## src/rtl/gate_unit_arbiter.sv

```systemverilog
// Round-robin arbiter that time-shares one registered gate/half-adder unit among NUM_REQ requesters.
// Build option: define GATE_ARB_FIXED_PRIO_EN for fixed lowest-index-wins priority.

module gate_unit_arbiter_gate #(
    parameter int DATA_W = 8
) (
    input  logic [DATA_W-1:0] a,
    input  logic [DATA_W-1:0] b,
    input  logic [2:0]        op,
    output logic [DATA_W-1:0] data,
    output logic [DATA_W-1:0] carry,
    output logic              err
);
    always_comb begin
        data  = '0;
        carry = '0;
        err   = 1'b0;
        case (op)
            3'd0: data = a & b;
            3'd1: data = a | b;
            3'd2: data = a ^ b;
            3'd3: data = ~(a & b);
            3'd4: data = ~(a | b);
            3'd5: begin
                data  = a ^ b;
                carry = a & b;
            end
            default: err = 1'b1;
        endcase
    end
endmodule

module gate_unit_arbiter_lane #(
    parameter int IDX_W = 2,
    parameter int LANE  = 0
) (
    input  logic             req_bit,
    input  logic             win_found,
    input  logic [IDX_W-1:0] win_idx,
    output logic             gnt_bit
);
    assign gnt_bit = win_found && req_bit && (win_idx == IDX_W'(LANE));
endmodule

module gate_unit_arbiter #(
    parameter int NUM_REQ = 4,
    parameter int DATA_W  = 8,
    parameter int IDX_W   = $clog2(NUM_REQ)
) (
    input  logic                      clk,
    input  logic                      rst_n,
    input  logic [NUM_REQ-1:0]        req,
    input  logic [NUM_REQ*DATA_W-1:0] op_a,
    input  logic [NUM_REQ*DATA_W-1:0] op_b,
    input  logic [NUM_REQ*3-1:0]      op_sel,
    output logic [NUM_REQ-1:0]        gnt,
    output logic                      res_valid,
    input  logic                      res_ready,
    output logic [IDX_W-1:0]          res_id,
    output logic [DATA_W-1:0]         res_data,
    output logic [DATA_W-1:0]         res_carry,
    output logic                      res_err
);
    localparam logic [1:0] IDLE = 2'd0;
    localparam logic [1:0] EXEC = 2'd1;
    localparam logic [1:0] RESP = 2'd2;

    localparam logic [IDX_W:0]   NR_W     = (IDX_W+1)'(NUM_REQ);
    localparam logic [IDX_W-1:0] LAST_IDX = IDX_W'(NUM_REQ-1);

    typedef struct packed {
        logic [DATA_W-1:0] a;
        logic [DATA_W-1:0] b;
        logic [2:0]        op;
        logic [IDX_W-1:0]  id;
    } op_req_t;

    logic [1:0]                     state;
    logic [IDX_W-1:0]               ptr;
    op_req_t                        lat;

    logic [NUM_REQ-1:0][DATA_W-1:0] a_vec;
    logic [NUM_REQ-1:0][DATA_W-1:0] b_vec;
    logic [NUM_REQ-1:0][2:0]        sel_vec;

    logic [2*NUM_REQ-1:0]           req2;
    logic [NUM_REQ-1:0]             rot;
    logic [IDX_W-1:0]               off;
    logic [IDX_W:0]                 sum;
    logic [IDX_W:0]                 win_sum;
    logic [IDX_W-1:0]               win_idx;
    logic                           win_found;
    logic [IDX_W-1:0]               ptr_next;
    logic [NUM_REQ-1:0]             gnt_next;

    logic [DATA_W-1:0]              calc_data;
    logic [DATA_W-1:0]              calc_carry;
    logic                           calc_err;

    assign a_vec   = op_a;
    assign b_vec   = op_b;
    assign sel_vec = op_sel;

    // Rotate req so that ptr sits at bit 0; the first set bit is then the offset from ptr.
    assign req2 = {req, req};
    assign rot  = req2[ptr +: NUM_REQ];

    always_comb begin
        win_found = 1'b0;
        off       = '0;
        for (int k = NUM_REQ-1; k >= 0; k--) begin
            if (rot[k]) begin
                win_found = 1'b1;
                off       = IDX_W'(k);
            end
        end
    end

    assign sum     = {1'b0, ptr} + {1'b0, off};
    assign win_sum = (sum >= NR_W) ? (sum - NR_W) : sum;
    assign win_idx = win_sum[IDX_W-1:0];

`ifdef GATE_ARB_FIXED_PRIO_EN
    // With ptr pinned at 0 the rotation is the identity, so lowest index wins.
    assign ptr_next = '0;
`else
    assign ptr_next = (win_idx == LAST_IDX) ? '0 : (win_idx + IDX_W'(1));
`endif

    for (genvar i = 0; i < NUM_REQ; i++) begin : g_lane
        gate_unit_arbiter_lane #(
            .IDX_W (IDX_W),
            .LANE  (i)
        ) u_lane (
            .req_bit   (req[i]),
            .win_found (win_found),
            .win_idx   (win_idx),
            .gnt_bit   (gnt_next[i])
        );
    end

    gate_unit_arbiter_gate #(
        .DATA_W (DATA_W)
    ) u_gate (
        .a     (lat.a),
        .b     (lat.b),
        .op    (lat.op),
        .data  (calc_data),
        .carry (calc_carry),
        .err   (calc_err)
    );

    always_ff @(posedge clk or negedge rst_n) begin
        if (!rst_n) begin
            state     <= IDLE;
            ptr       <= '0;
            lat       <= '0;
            gnt       <= '0;
            res_valid <= 1'b0;
            res_id    <= '0;
            res_data  <= '0;
            res_carry <= '0;
            res_err   <= 1'b0;
        end else begin
            gnt <= '0;
            case (state)
                IDLE: begin
                    if (win_found) begin
                        lat.a  <= a_vec[win_idx];
                        lat.b  <= b_vec[win_idx];
                        lat.op <= sel_vec[win_idx];
                        lat.id <= win_idx;
                        gnt    <= gnt_next;
                        ptr    <= ptr_next;
                        state  <= EXEC;
                    end
                end
                EXEC: begin
                    res_data  <= calc_data;
                    res_carry <= calc_carry;
                    res_err   <= calc_err;
                    res_id    <= lat.id;
                    res_valid <= 1'b1;
                    state     <= RESP;
                end
                RESP: begin
                    // Result fields stay put after consumption; only valid drops.
                    if (res_valid && res_ready) begin
                        res_valid <= 1'b0;
                        state     <= IDLE;
                    end
                end
                default: state <= IDLE;
            endcase
        end
    end
endmodule

```

## config.mk

```make
export PLATFORM = sky130hd
export DESIGN_NAME = gate_unit_arbiter
export DESIGN_NICKNAME = d
export VERILOG_FILES = /design/src/rtl/gate_unit_arbiter.sv
export SDC_FILE = /design/constraint.sdc
export NUM_CORES = 1
export LEC_CHECK = 0
export CAP_MARGIN = 10
export CORE_MARGIN = 2
export CORE_UTILIZATION = 51
export DETAILED_ROUTE_END_ITERATION = 8
export GPL_TIMING_DRIVEN = 0
export PLACE_DENSITY_LB_ADDON = 0.15
export SYNTH_ARGS = -nofsm -noshare
export SYNTH_HDL_FRONTEND = slang
export SYNTH_SLANG_ARGS = --single-unit
```

## constraint.sdc

```tcl
create_clock -name clk -period 5.6 [get_ports clk]
set_input_delay 1.12 -clock clk [delete_from_list [all_inputs] [get_ports clk]]
set_output_delay 1.12 -clock clk [all_outputs]
set_load 0.005 [all_outputs]
```

==> results.md <==
- Status: finished, final reports clean
- Pwr Density: 591 nW/um2
- Type of the worst setup path: in2reg
- Post-CTS Setup Bufs: 0
- Share of total power consumed by net switching: 0.467
- Vias in the first global route: 3028
- Cell area after technology mapping: 3440 um2
- Initial antenna violation count: 0
- Final Hold Slack: 0.480 ns
- Clock network power share: 0.094
- Rows: 29
- Core area: 6420 um2
- Global placer's final weighted congestion: 0.835
- Number of synthesis warnings: 0
- Reported max-cap violation count: 0
- Clock tree buffer depth: 2
- Overall Global Routing Usage: 0.246
- Critical-path cell list: clkdlybuf4s50_1, nor2_1, a221oi_1, o21ai_0, ha_1, clkbuf_1, clkbuf_1, a221oi_1, o31ai_2
- Critical Path AT: 3.95 ns
- CTS sink count: 49
- Worst-path maximum fanout: 10
- Resize count post-CTS: 0
- Netlist cell types: 47
- Wire length after detailed routing: 8.90 mm
- First-pass GRT wire length: 14.5 mm
- Remaining number of nets flagged by the antenna check after routing: 0
- Root Driver: sky130_fd_sc_hd__clkbuf_8
- Y dimension of the die: 86.1 um
- Die span in x: 86.1 um
- Remaining Overflow, GRT: 0
- DRT iter0 DRCs: 98
- Cell family with most CP delay: buffers and inverters
- Sum of buffers and inverters on the critical path: 3
- Via density per instance: 5.69
- Sum of net half-perimeters after detailed placement: 7.12 mm
- Required time of the critical path: 5.81 ns
- Internal power contribution: 1.48 mW
- Number of flops mapped to enable cells by yosys: 0
- Post-synthesis to final-layout area growth: 36.9%
- Top library cells by usage in the layout, fill and taps aside: sky130_fd_sc_hd__clkdlybuf4s50_1, sky130_fd_sc_hd__dfrtp_1, sky130_fd_sc_hd__nand2_1
- Sw power: 1.30 mW
- Post-synthesis area per instance: 9.45 um2
- Share of the synthesized area in compound gates (AO/OA/AOI/OAI): 0.292
- Register-to-register path setup slack: 2.61 ns
- Largest net degree at the start of global routing: 29
- Crit path capture type: register
- Syn Inst Count: 364
- Synthesized net count: 465
- Ports: 107
- Diodes inserted: 0
- Port Buffers: 104
- Path class of the lowest-slack min-delay path: reg2reg
- Nets: 577
- Number of register bits inferred by synthesis: 49
- Number of hold-repair buffers added at the cts stage: 0
- Final cycle utilization of the critical path: 0.668
- Sort of element at the start of the critical path: input port
- TNS Setup: 0 ns
- Post-route design area: 4710 um2
- CP peak stage delay: 0.63 ns
- Simple-Gate Fraction of Synth Area: 0.170
- Worst-skew pair later-pin latency: 0.30 ns
- Slowest-stage cell, CP: sky130_fd_sc_hd__clkdlybuf4s50_1
- Max Transition Viols Final: 0
- Initial cell density of the core: 0.536
- Share of post-route cells with drive strength above 1: 0.103
- Share of total power in combinational logic: 0.686
- Via count: 3151
- Setup repair after global routing missed its margin: no
- Main combinational cell family by area after synthesis: compound AO/OA/AOI/OAI gates
- Remaining routing DRC violations: 0
- Number of buffers created by CTS: 5
- Most common flop cell mapped by yosys: sky130_fd_sc_hd__dfrtp_1
- Slew @ Worst Pin: 0.668 ns
- Max_slew headroom: 0.543
- Share of flip-flops with an asynchronous set or reset after synthesis: 1.00
- Most common cell after layout, fill and taps aside: sky130_fd_sc_hd__clkdlybuf4s50_1
- Leakage power of the design: 1.97 nW
- Final hold violation count: 0
- Die ar.: 7420 um2
- CTS tree: yes
- Post-synthesis sequential area ratio: 0.356
- Fraction of synthesized area in multiplexers: 0.0407
- Clock-pin slew on the worst setup and hold paths: 0.09 ns
- Detailed Routing Iterations Pass 1: 4
- Average routed wire per standard cell: 16.1 um
- Clock Skew: 0.00626 ns
- VDD IR max: 0.498 mV
- Xor/xnor share of the synthesized area: 0.00509
- Post-Synth Adder-Cell Area: 0.0655
- Instance area at placement: 4590 um2
- Minimum period implied by the final worst setup slack: 3.74 ns
- Sequential fraction of design power: 0.221
- Peak Freq: 267 MHz
- # setup viols final: 0
- Clock H-tree levels: 2
## per-stage QoR
stage / worst slack [ns] / utilization / instances / total power, mW
CTS: 1.89 / 0.733 / 554 / 2.78
detailed placement: 1.59 / 0.715 / 546 / 2.51
global route: 1.59 / 0.733 / 554 / 3.02
finish: 1.86 / 0.733 / 554 / 2.78
global placement: 1.64 / 0.713 / 545 / 2.44
floorplan: 2.51 / - / 364 / 1.98
## worst paths after layout
check                      cells after the start    from      endpoint
max                                            9  req[0]       lat[15]
min                                            2  lat[0]        lat[0]
max reg2reg                                    9  ptr[0]       lat[15]
min reg2reg                                    2  lat[0]        lat[0]
max in group asynchronous                      2   rst_n       lat[18]
min in group asynchronous                      1   rst_n  res_carry[6]
## flip-flops by register name (all words and copies together) (netlist names)
name,cells
res_data,8
lat,21
res_id,2
res_carry,8
res_err,1
ptr,2
state,2
res_valid,1
gnt,4
## cell usage after synthesis (2+ instances only)
master	instances	area, um2
sky130_fd_sc_hd__a2111oi_0	9	78.8
sky130_fd_sc_hd__a2111oi_2	10	150
sky130_fd_sc_hd__a211oi_1	4	30.0
sky130_fd_sc_hd__a21oi_1	5	25.0
sky130_fd_sc_hd__a221o_1	3	30.0
sky130_fd_sc_hd__a221oi_1	20	175
sky130_fd_sc_hd__a22o_1	16	140
sky130_fd_sc_hd__and3_1	2	12.5
sky130_fd_sc_hd__buf_2	5	25.0
sky130_fd_sc_hd__buf_4	2	15.0
sky130_fd_sc_hd__clkbuf_1	20	75.1
sky130_fd_sc_hd__dfrtp_1	49	1230
sky130_fd_sc_hd__ha_1	18	225
sky130_fd_sc_hd__inv_1	24	90.1
sky130_fd_sc_hd__mux2_2	4	45.0
sky130_fd_sc_hd__mux2i_1	8	80.1
sky130_fd_sc_hd__nand2_1	45	169
sky130_fd_sc_hd__nand2b_1	3	18.8
sky130_fd_sc_hd__nand3_1	3	15.0
sky130_fd_sc_hd__nor2_1	9	33.8
sky130_fd_sc_hd__nor2b_1	40	250
sky130_fd_sc_hd__nor3_1	2	10.0
sky130_fd_sc_hd__nor3b_1	4	30.0
sky130_fd_sc_hd__o21ai_0	14	70.1
sky130_fd_sc_hd__o22ai_1	5	31.3
sky130_fd_sc_hd__o31ai_1	10	75.1
sky130_fd_sc_hd__o31ai_2	10	125
## layer usage
| layer | global-route usage | part of all wire | wire length, um |
|---|---|---|---|
| met5 | 0 | 0 | 0 |
| met4 | 0.0592 | 0.014 | 126 |
| met3 | 0.0481 | 0.056 | 499 |
| met2 | 0.417 | 0.48 | 4270 |
| met1 | 0.324 | 0.45 | 4010 |
## tightest hold or removal path: stages (launching register included)
cell and delay (ns):
sky130_fd_sc_hd__dfrtp_1 0.35, sky130_fd_sc_hd__nand2_1 0.05, sky130_fd_sc_hd__nand2_1 0.05
## logic make-up (layout without fill, tap and decap cells)
group                      count (synthesis)  after routing
AOI/OAI and AO/OA                        114            114
xor gates and xnor gates                   2              2
adders and majority gates                 18             18
buffers and inverters                     55            168
DFF                                       49             49
muxes                                     13             13
and+or+nand+nor                          113            113
## area by class of cell
cell class / instances / area (um2)
multi-input combinational: 260 / 1970
clock buffer: 7 / 86.3
timing repair buffer: 105 / 1060
tap: 77 / 96.3
clock inverter: 1 / 30.0
sequential: 49 / 1230
fill: 494 / 1710
buffer: 31 / 154
inverter: 24 / 90.1
## power by group through the flow
stage	Combinational [mW]	Clock (mW)	Sequential, mW
6_report	1.91	0.261	0.614
5_1_grt	2.11	0.279	0.635
4_1_cts	1.90	0.264	0.614
3_5_place_dp	1.88	0	0.622
3_3_place_gp	1.83	0	0.617
2_1_floorplan	1.38	0	0.596
Note: power is estimated with default switching activity, not from simulation.
